$ cat config.mk
export PLATFORM = sky130hd
export DESIGN_NAME = msrv32_decode_stage
export DESIGN_NICKNAME = d
export VERILOG_FILES = /design/src/rtl/msrv32_decode_stage.sv
export SDC_FILE = /design/constraint.sdc
export NUM_CORES = 1
export LEC_CHECK = 0
export BUFFER_PORTS_ARGS = -buffer_cell sky130_fd_sc_hd__buf_2
export CAP_MARGIN = 25
export CORE_UTILIZATION = 45
export DETAILED_ROUTE_END_ITERATION = 6
export GPL_TIMING_DRIVEN = 0
export PLACE_DENSITY = 0.73
export RECOVER_POWER = 50
export SETUP_SLACK_MARGIN = 0.2
export SLEW_MARGIN = 40
export SYNTH_ARGS = -nofsm -noshare
export SYNTH_HDL_FRONTEND = slang
export SYNTH_SLANG_ARGS = --single-unit
$ cat constraint.sdc
create_clock -name ms_riscv32_mp_clk_in -period 6.3 [get_ports ms_riscv32_mp_clk_in]
set_input_delay 0.315 -clock ms_riscv32_mp_clk_in [delete_from_list [all_inputs] [get_ports ms_riscv32_mp_clk_in]]
set_output_delay 0.315 -clock ms_riscv32_mp_clk_in [all_outputs]
set_load 0.01 [all_outputs]
$ cat src/rtl/msrv32_decode_stage.sv
// rtl/msrv32_decode_stage.sv - RV32I/RV64I(+M) instruction decoder with registered bundle and 2-entry skid buffer
module msrv32_decode_stage #(
    parameter int XLEN      = 32,
    parameter int SUPPORT_M = 0,
    parameter int CNT_WIDTH = 16
) (
    input  logic                 ms_riscv32_mp_clk_in,
    input  logic                 ms_riscv32_mp_rst_in,
    input  logic                 flush_in,
    input  logic                 instr_valid_in,
    output logic                 instr_ready_out,
    input  logic [31:0]          instr_in,
    input  logic [2:0]           iadder_lsb_in,
    output logic                 dec_valid_out,
    input  logic                 dec_ready_in,
    input  logic                 trap_taken_in,
    output logic [2:0]           wb_mux_sel_out,
    output logic [2:0]           imm_type_out,
    output logic [3:0]           alu_opcode_out,
    output logic                 alu_src_out,
    output logic                 iadder_src_out,
    output logic [1:0]           load_size_out,
    output logic                 load_unsigned_out,
    output logic                 rf_wr_en_out,
    output logic                 csr_wr_en_out,
    output logic [2:0]           csr_op_out,
    output logic                 is_muldiv_out,
    output logic                 mem_wr_req_out,
    output logic                 illegal_instr_out,
    output logic                 misaligned_load_out,
    output logic                 misaligned_store_out,
    output logic [CNT_WIDTH-1:0] decode_count_out
);
    localparam logic [6:0] OPC_LOAD   = 7'b0000011;
    localparam logic [6:0] OPC_OPIMM  = 7'b0010011;
    localparam logic [6:0] OPC_AUIPC  = 7'b0010111;
    localparam logic [6:0] OPC_STORE  = 7'b0100011;
    localparam logic [6:0] OPC_OP     = 7'b0110011;
    localparam logic [6:0] OPC_LUI    = 7'b0110111;
    localparam logic [6:0] OPC_BRANCH = 7'b1100011;
    localparam logic [6:0] OPC_JALR   = 7'b1100111;
    localparam logic [6:0] OPC_JAL    = 7'b1101111;
    localparam logic [6:0] OPC_SYSTEM = 7'b1110011;
    localparam logic       HAS_M      = (SUPPORT_M != 0);
    localparam logic       IS_RV32    = (XLEN == 32);

    typedef struct packed {
        logic [2:0] wb_mux_sel;
        logic [2:0] imm_type;
        logic [3:0] alu_opcode;
        logic       alu_src;
        logic       iadder_src;
        logic [1:0] load_size;
        logic       load_unsigned;
        logic       rf_wr_en;
        logic       csr_wr_en;
        logic [2:0] csr_op;
        logic       is_muldiv;
        logic       store_ok;
        logic       illegal;
        logic       mis_load;
        logic       mis_store;
    } bundle_t;

    typedef enum logic [1:0] {ST_EMPTY = 2'd0, ST_ONE = 2'd1, ST_TWO = 2'd2} state_t;

    logic [6:0] opcode;
    logic [2:0] funct3;
    logic [6:0] funct7;
    logic       legal;
    logic       misaligned;
    logic       unused_bits;
    bundle_t    dec;

    assign opcode      = instr_in[6:0];
    assign funct3      = instr_in[14:12];
    assign funct7      = instr_in[31:25];
    assign unused_bits = ^{instr_in[24:15], instr_in[11:7]};

    // Access size comes from funct3[1:0]: byte, half, word, double.
    always_comb begin
        case (funct3[1:0])
            2'b00:   misaligned = 1'b0;
            2'b01:   misaligned = iadder_lsb_in[0];
            2'b10:   misaligned = |iadder_lsb_in[1:0];
            default: misaligned = |iadder_lsb_in;
        endcase
    end

    always_comb begin
        dec            = '0;
        legal          = 1'b1;
        dec.alu_opcode = {1'b0, funct3};
        case (opcode)
            OPC_LOAD: begin
                dec.wb_mux_sel    = 3'b001;
                dec.imm_type      = 3'b001;
                dec.iadder_src    = 1'b1;
                dec.load_size     = funct3[1:0];
                dec.load_unsigned = funct3[2];
                dec.rf_wr_en      = 1'b1;
                legal = !((funct3 == 3'b111) ||
                          (IS_RV32 && (funct3 == 3'b011 || funct3 == 3'b110)));
            end
            OPC_STORE: begin
                dec.imm_type   = 3'b010;
                dec.iadder_src = 1'b1;
                legal = !(funct3[2] || (IS_RV32 && funct3 == 3'b011));
            end
            OPC_OPIMM: begin
                dec.imm_type      = 3'b001;
                dec.rf_wr_en      = 1'b1;
                dec.alu_opcode[3] = (funct3 == 3'b101) & instr_in[30];
            end
            OPC_OP: begin
                dec.alu_src  = 1'b1;
                dec.rf_wr_en = 1'b1;
                if (HAS_M && funct7 == 7'b0000001) begin
                    dec.is_muldiv = 1'b1;
                end else begin
                    dec.alu_opcode[3] = instr_in[30];
                end
                legal = (funct7 == 7'b0000000) ||
                        (funct7 == 7'b0100000 && (funct3 == 3'b000 || funct3 == 3'b101)) ||
                        (funct7 == 7'b0000001 && HAS_M);
            end
            OPC_LUI: begin
                dec.wb_mux_sel = 3'b010;
                dec.imm_type   = 3'b100;
                dec.rf_wr_en   = 1'b1;
            end
            OPC_AUIPC: begin
                dec.wb_mux_sel = 3'b011;
                dec.imm_type   = 3'b100;
                dec.rf_wr_en   = 1'b1;
            end
            OPC_JAL: begin
                dec.wb_mux_sel = 3'b101;
                dec.imm_type   = 3'b101;
                dec.rf_wr_en   = 1'b1;
            end
            OPC_JALR: begin
                dec.wb_mux_sel = 3'b101;
                dec.imm_type   = 3'b001;
                dec.iadder_src = 1'b1;
                dec.rf_wr_en   = 1'b1;
            end
            OPC_BRANCH: begin
                // Branches compare rs1 against rs2.
                dec.imm_type = 3'b011;
                dec.alu_src  = 1'b1;
                legal = !(funct3 == 3'b010 || funct3 == 3'b011);
            end
            OPC_SYSTEM: begin
                dec.wb_mux_sel = 3'b100;
                dec.imm_type   = 3'b110;
                dec.csr_op     = funct3;
                dec.csr_wr_en  = (funct3 != 3'b000);
                dec.rf_wr_en   = (funct3 != 3'b000);
                legal = (funct3 != 3'b100);
            end
            default: legal = 1'b0;
        endcase
        dec.mis_load  = (opcode == OPC_LOAD) & misaligned;
        dec.mis_store = (opcode == OPC_STORE) & misaligned;
        dec.store_ok  = (opcode == OPC_STORE) & legal & ~misaligned;
        dec.illegal   = ~legal;
        if (!legal) begin
            dec.rf_wr_en  = 1'b0;
            dec.csr_wr_en = 1'b0;
        end
    end

    state_t               state;
    state_t               next_state;
    logic                 ready_q;
    logic                 accept;
    logic                 xfer;
    bundle_t              out_q;
    bundle_t              skid_q;
    bundle_t              shown;
    logic [CNT_WIDTH-1:0] cnt_q;

    assign accept = instr_valid_in & ready_q;
    assign xfer   = dec_valid_out & dec_ready_in;

    always_ff @(posedge ms_riscv32_mp_clk_in) begin
        if (ms_riscv32_mp_rst_in) begin
            state   <= ST_EMPTY;
            ready_q <= 1'b1;
        end else begin
            state   <= next_state;
            ready_q <= (next_state != ST_TWO);
        end
    end

    always_comb begin
        next_state = state;
        if (flush_in) begin
            next_state = ST_EMPTY;
        end else begin
            case (state)
                ST_EMPTY: if (accept) next_state = ST_ONE;
                ST_ONE: begin
                    if (accept && !xfer) next_state = ST_TWO;
                    else if (!accept && xfer) next_state = ST_EMPTY;
                end
                ST_TWO:   if (xfer) next_state = ST_ONE;
                default:  next_state = ST_EMPTY;
            endcase
        end
    end

    always_comb begin
        dec_valid_out        = (state != ST_EMPTY);
        shown                = dec_valid_out ? out_q : '0;
        wb_mux_sel_out       = shown.wb_mux_sel;
        imm_type_out         = shown.imm_type;
        alu_opcode_out       = shown.alu_opcode;
        alu_src_out          = shown.alu_src;
        iadder_src_out       = shown.iadder_src;
        load_size_out        = shown.load_size;
        load_unsigned_out    = shown.load_unsigned;
        rf_wr_en_out         = shown.rf_wr_en;
        csr_wr_en_out        = shown.csr_wr_en;
        csr_op_out           = shown.csr_op;
        is_muldiv_out        = shown.is_muldiv;
        mem_wr_req_out       = shown.store_ok & ~trap_taken_in;
        illegal_instr_out    = shown.illegal;
        misaligned_load_out  = shown.mis_load;
        misaligned_store_out = shown.mis_store;
    end

    // Payload registers need no reset: they are masked whenever their entry is invalid.
    always_ff @(posedge ms_riscv32_mp_clk_in) begin
        if (state == ST_TWO && xfer) begin
            out_q <= skid_q;
        end else if (accept && (state == ST_EMPTY || xfer)) begin
            out_q <= dec;
        end
        if (accept && state == ST_ONE && !xfer) begin
            skid_q <= dec;
        end
    end

    always_ff @(posedge ms_riscv32_mp_clk_in) begin
        if (ms_riscv32_mp_rst_in) begin
            cnt_q <= '0;
        end else if (xfer && cnt_q != '1) begin
            cnt_q <= cnt_q + 1'b1;
        end
    end

    assign instr_ready_out  = ready_q;
    assign decode_count_out = cnt_q;
endmodule

**After elaboration in Yosys (flattened, before gate mapping)**

Cells that the tools add are included.

- Flip-flop bits (word level): 67
- Bits of input ports: 41
- Output and inout port bits: 43
- Word-level logic and storage cells: 122

- $add $sub $neg: 1
- Eq/ne operators: 23
- Mux-type cells: 20
- Bitwise logic cells: 11
- Reduce and logical (&&, ||, !) cells: 36

Operator list:

| cell | number |
|---|---|
| two-way mux 25 bit | 3 |
| equality test 7 x 6 -> 1 bit, second input constant | 4 |
| equality test 7 bit, second input constant | 4 |
| case mux 3 bit (6 select lines) | 1 |
| adder 16 x 1 -> 16 bit, second input constant | 1 |
| inequality test 16 bit, second input constant | 1 |
| case mux 3 bit (5 select lines) | 1 |
| equality test 7 x 5 -> 1 bit, second input constant | 2 |
| two-way mux 2 bit | 6 |
| equality test 3 bit, second input constant | 3 |
| OR reduction 3 bit | 3 |
| AND 1 bit | 8 |
| logical AND 1 bit | 8 |
| OR reduction 2 bit | 4 |
| equality test 7 x 2 -> 1 bit, second input constant | 1 |
| zero test 7 bit | 1 |
| logical OR 1 bit | 7 |
| OR reduction 7 bit | 1 |
| equality test 3 x 2 -> 1 bit, second input constant | 2 |
| case mux 1 bit (6 select lines) | 1 |
| case mux 2 bit (3 select lines) | 1 |
| zero test 1 bit | 5 |
| OR reduction 5 bit | 1 |
| equality test 2 x 1 -> 1 bit, second input constant | 2 |
| other kinds (13) | 20 |

**Depth between registers and ports, before layout**

- Word-level depth: 9
- Gate-level depth with buffers: 7
- Mapped depth without buffers: 6

**Worst setup path before layout**

Ideal clock, no wire load.

- Path type: register -> register
- From: register state[0]
- To: register out_q[0] in the netlist's numbering, enable pin
- Setup time: 438 ps
- Arrival: 2740 ps
- Required time: 5862 ps
- Path slack: 3122 ps
- Cell stages (with the launch flop): 5
- Buffers on the path: 1
- Clock period less this slack: 3178 ps
- Cell sequence: dfxtp_1 nor2_1 clkbuf_1 nor2_1 o21ai_0

- Longest elaborated chain between the ends: 5
- Elaborated cells between the ends (all ways): 8
- Classes of those cells: 1 x eq/ne; 1 x bitwise; 6 x reduce/logical

RTL lines:

| element | RTL line | source |
|---|---|---|
| from (decl) | 174 | `state_t state;` |
| from (signal assigned) | 192 | `state <= next_state;` |
| nonzero test 2 bit | 215 | `dec_valid_out = (state != ST_EMPTY);` |
| AND 1 bit | 185 | `assign xfer = dec_valid_out & dec_ready_in;` |
| logical OR 1 bit | 238 | `end else if (accept && (state == ST_EMPTY \|\| xfer)) begin` |
| logical AND 1 bit | 238 |  |
| nonzero test 2 bit (no source line) (*) | n/a |  |
| to (signal assigned) | 237 | `out_q <= skid_q;` |
| to (decl) | 179 | `bundle_t out_q;` |

Every way passes the cells marked *; elsewhere a longest branch is shown, timed or not.
A chain may end at the register's enable or synchronous reset.

**Worst setup path after layout**

- From: register state[0]
- To: register skid_q[21] in the netlist's numbering, enable pin

- Longest elaborated chain between the ends: 4
- Elaborated cells between the ends (all ways): 6
- Classes of those cells: 1 x eq/ne; 1 x bitwise; 4 x reduce/logical

RTL lines:

| element | RTL line | source |
|---|---|---|
| nonzero test 2 bit | 215 |  |
| AND 1 bit | 185 |  |
| zero test 1 bit | 241 | `if (accept && state == ST_ONE && !xfer) begin` |
| logical AND 1 bit (*) | 241 |  |
| to (signal assigned) | 242 | `skid_q <= dec;` |
| to (decl) | 180 | `bundle_t skid_q;` |

Marks and branches as above.

==> flow_summary_export.csv <==
group,metric,value,unit
clocking,tritoncts,"yes",
run,maxCapViolations,0,
clocking,clk_latency,340,ps
timing,slew_violations,0,
synthesis,synthCells,323,
worst_setup_path,worstPathMaxFanout,15,
placed_design,gp_congestion,0.8120,
synthesis,seq_area_frac_synth,0.5421,
synthesis,ys.flop_type,"edfxtp_1",
global_route,grt_pass1_wl,11350,um
finish,diodes,0,
power_and_ir_drop,ir_worst_vdd,0.1153,mV
global_route,grt_pass1_vias,2478,
power_and_ir_drop,power.density,232.8,mW/mm^2
floorplanning,die_w,88.42,um
timing,hold_violations,0,
clocking,path_clk_slew,80,ps
floorplanning,core_area,0.007253,mm^2
outcome,status,"complete, no violations",
timing,setup_tns,0,ps
clocking,hold_buffers,0,
floorplanning,start_util,0.4633,
detailed_routing,drc_errors,0,
timing,skew,9.357,ps
worst_setup_path,reg2reg_from,"state[0]",
finish,syn2layout_area_growth,19.17,%
placed_design,io_buffer_count,66,
timing,finalCritPeriodShare,0.3752,
worst_setup_path,critPathLaunch,"state[0]",
power_and_ir_drop,leakagePower,0.001501,uW
clocking,cts_made_buffers,9,
worst_hold_path,hp-class,"in -> reg",
synthesis,synthesis.nets,365,
timing,post-route-min-period,2364,ps
timing,setup_slack,3936,ps
global_route,grt-ovfl-total,0,
global_route,antenna_found_initial,0,
clocking,clock_sinks,67,
global_route,grtUsageTotal,0.1934,
worst_setup_path,cp_slowest_cell,"clkbuf_1",
timing,tightest_slew,881.3,ps
worst_setup_path,r2r_slack,3940,ps
placed_design,place_ws,3932,ps
clocking,clockBufferDepth,2,
timing,holdWs,153.0,ps
worst_setup_path,r2r_cells,3,
synthesis,syn_area,0.003361,mm^2
floorplanning,pin_count,84,
detailed_routing,vias_per_cell,5.121,
timing,maxSlewHeadroom,0.4125,
finish,mostFrequentLayoutCell,"edfxtp_1",
detailed_routing,wl,7056,um
synthesis,ys_warn_count,0,
finish,drive_above_1_share,0.2015,
worst_setup_path,cp-start-kind,"register",
clocking,cts_setup_buffers,0,
synthesis,ys_ff_latch,67,
floorplanning,num_rows,31,
worst_setup_path,max_stage_delay,730,ps
worst_setup_path,path_cells,"nand4b_1 > nor2_1 > clkbuf_1",
finish,final_cell_mix,"edfxtp_1, buf_2, nand2_1",
detailed_routing,dr_total_vias,2591,
worst_setup_path,crit_end,"skid_q[21]",
timing,rsz0062_at_grt,"false",
finish,multi_input_area,0.001419,mm^2
floorplanning,die_h,88.42,um
synthesis,synth_edf_count,48,
finish,seq_area,0.001822,mm^2
finish,fillers,695,
finish,num-nets-final,444,
timing,setup_viol,0,
placed_design,dp_hpwl,5035,um
worst_setup_path,crit_path_end_kind,"register",
worst_setup_path,cp.required,6270,ps
detailed_routing,drt_iter0_drc,126,
clocking,postCtsResizedCells,0,
clocking,htreeDepth,3,
floorplanning,die_area,0.007818,mm^2
synthesis,synth_cell_type_count,46,
placed_design,placedCellCount,490,
synthesis,avgSynthCellArea,10.40,um^2
synthesis,synthArstFlopShare,0,
worst_setup_path,crit_arrival,2330,ps
worst_setup_path,r2r_end,"skid_q[21]",
global_route,grt_max_degree,19,
timing,max_freq,423.1,MHz
worst_setup_path,path_class,"reg -> reg",
detailed_routing,dr.pass1.iters,4,
finish,layoutNonFillerInstCount,506,
detailed_routing,wire_per_inst,13.94,um
power_and_ir_drop,power,932.3,uW
clocking,cts-root-buf,"clkbuf_8",
detailed_routing,detail-route-antenna-nets,0,
-- worst min path at each step --
stage                            start    endpoint  cells after the start
after global placement      skid_q[24]   out_q[24]                      2
after global routing      instr_in[12]  skid_q[15]                      1
after floorplan               flush_in    state[0]                      1
after CTS                     flush_in    state[0]                      2
final                         flush_in    state[0]                      2
after detailed placement    skid_q[14]   out_q[14]                      2
-- layer usage --
metal  part of all wire  GRT usage
met3              0.060    0.04291
met1               0.44     0.2398
met2               0.48     0.3189
met5                  0          0
met4              0.018    0.09677
-- where the power goes --
group	total, uW	switching [uW]	internal, uW
combinational	64.4	39.7	24.6
clock	386	165	221
sequential	482	2.51	479
-- registers in the layout (all words and copies together) (netlist names) --
register          count
state                 2
instr_ready_out       1
decode_count_out     16
out_q                24
skid_q               24
-- logic make-up after synthesis --
group | synth area share
and+or+nand+nor | 0.2710
DFF | 0.5421
AOI/OAI and AO/OA | 0.06031
buffers and inverters | 0.03127
xor gates and xnor gates | 0.04430
muxes | 0.04617
adders and majority gates | 0.003722
other | 0.001116
-- final cells by class --
class / count / area share
multi-input combinational: 230 / 0.3543
tap: 99 / 0.03093
clock buffer: 9 / 0.03093
clock inverter: 7 / 0.02312
buffer: 18 / 0.01812
sequential: 67 / 0.4549
inverter: 8 / 0.007498
timing repair buffer: 68 / 0.08029
-- synthesized netlist by cell type (2+ instances only) --
cell / number / area [um^2]
a21oi_1: 9 / 45.04
and2_1: 5 / 31.28
buf_1: 2 / 7.510
buf_2: 3 / 15.01
clkbuf_1: 12 / 45.04
dfxtp_1: 19 / 380.4
edfxtp_1: 48 / 1441
inv_1: 8 / 30.03
mux2_2: 12 / 135.1
mux2i_1: 2 / 20.02
nand2_1: 41 / 153.9
nand2b_1: 5 / 31.28
nand3_1: 12 / 60.06
nand4_1: 4 / 25.02
nand4b_1: 2 / 17.52
nor2_1: 36 / 135.1
nor2b_1: 26 / 162.7
nor3_1: 13 / 65.06
nor3b_1: 3 / 22.52
nor4_1: 6 / 37.54
nor4b_1: 2 / 17.52
nor4b_4: 2 / 47.55
o21a_1: 3 / 22.52
o21ai_0: 5 / 25.02
o31a_1: 2 / 17.52
o31ai_1: 5 / 37.54
or3_1: 2 / 12.51
xnor2_1: 16 / 140.1
-- critical path: cells and delay by family, from the launching register on --
kind | cells | cell delay (ps)
buffers and inverters | 1 | 730
DFF | 1 | 420
and+or+nand+nor | 2 | 830
-- per-stage QoR --
step / instance area, um^2 / utilization
after floorplan: 3361 / -
after global placement: 3815 / 0.5260
after detailed placement: 3864 / 0.5327
after CTS: 4080 / 0.5625
after global routing: 4005 / 0.5522
final: 4005 / 0.5522
(Power assumes the default switching activity.)
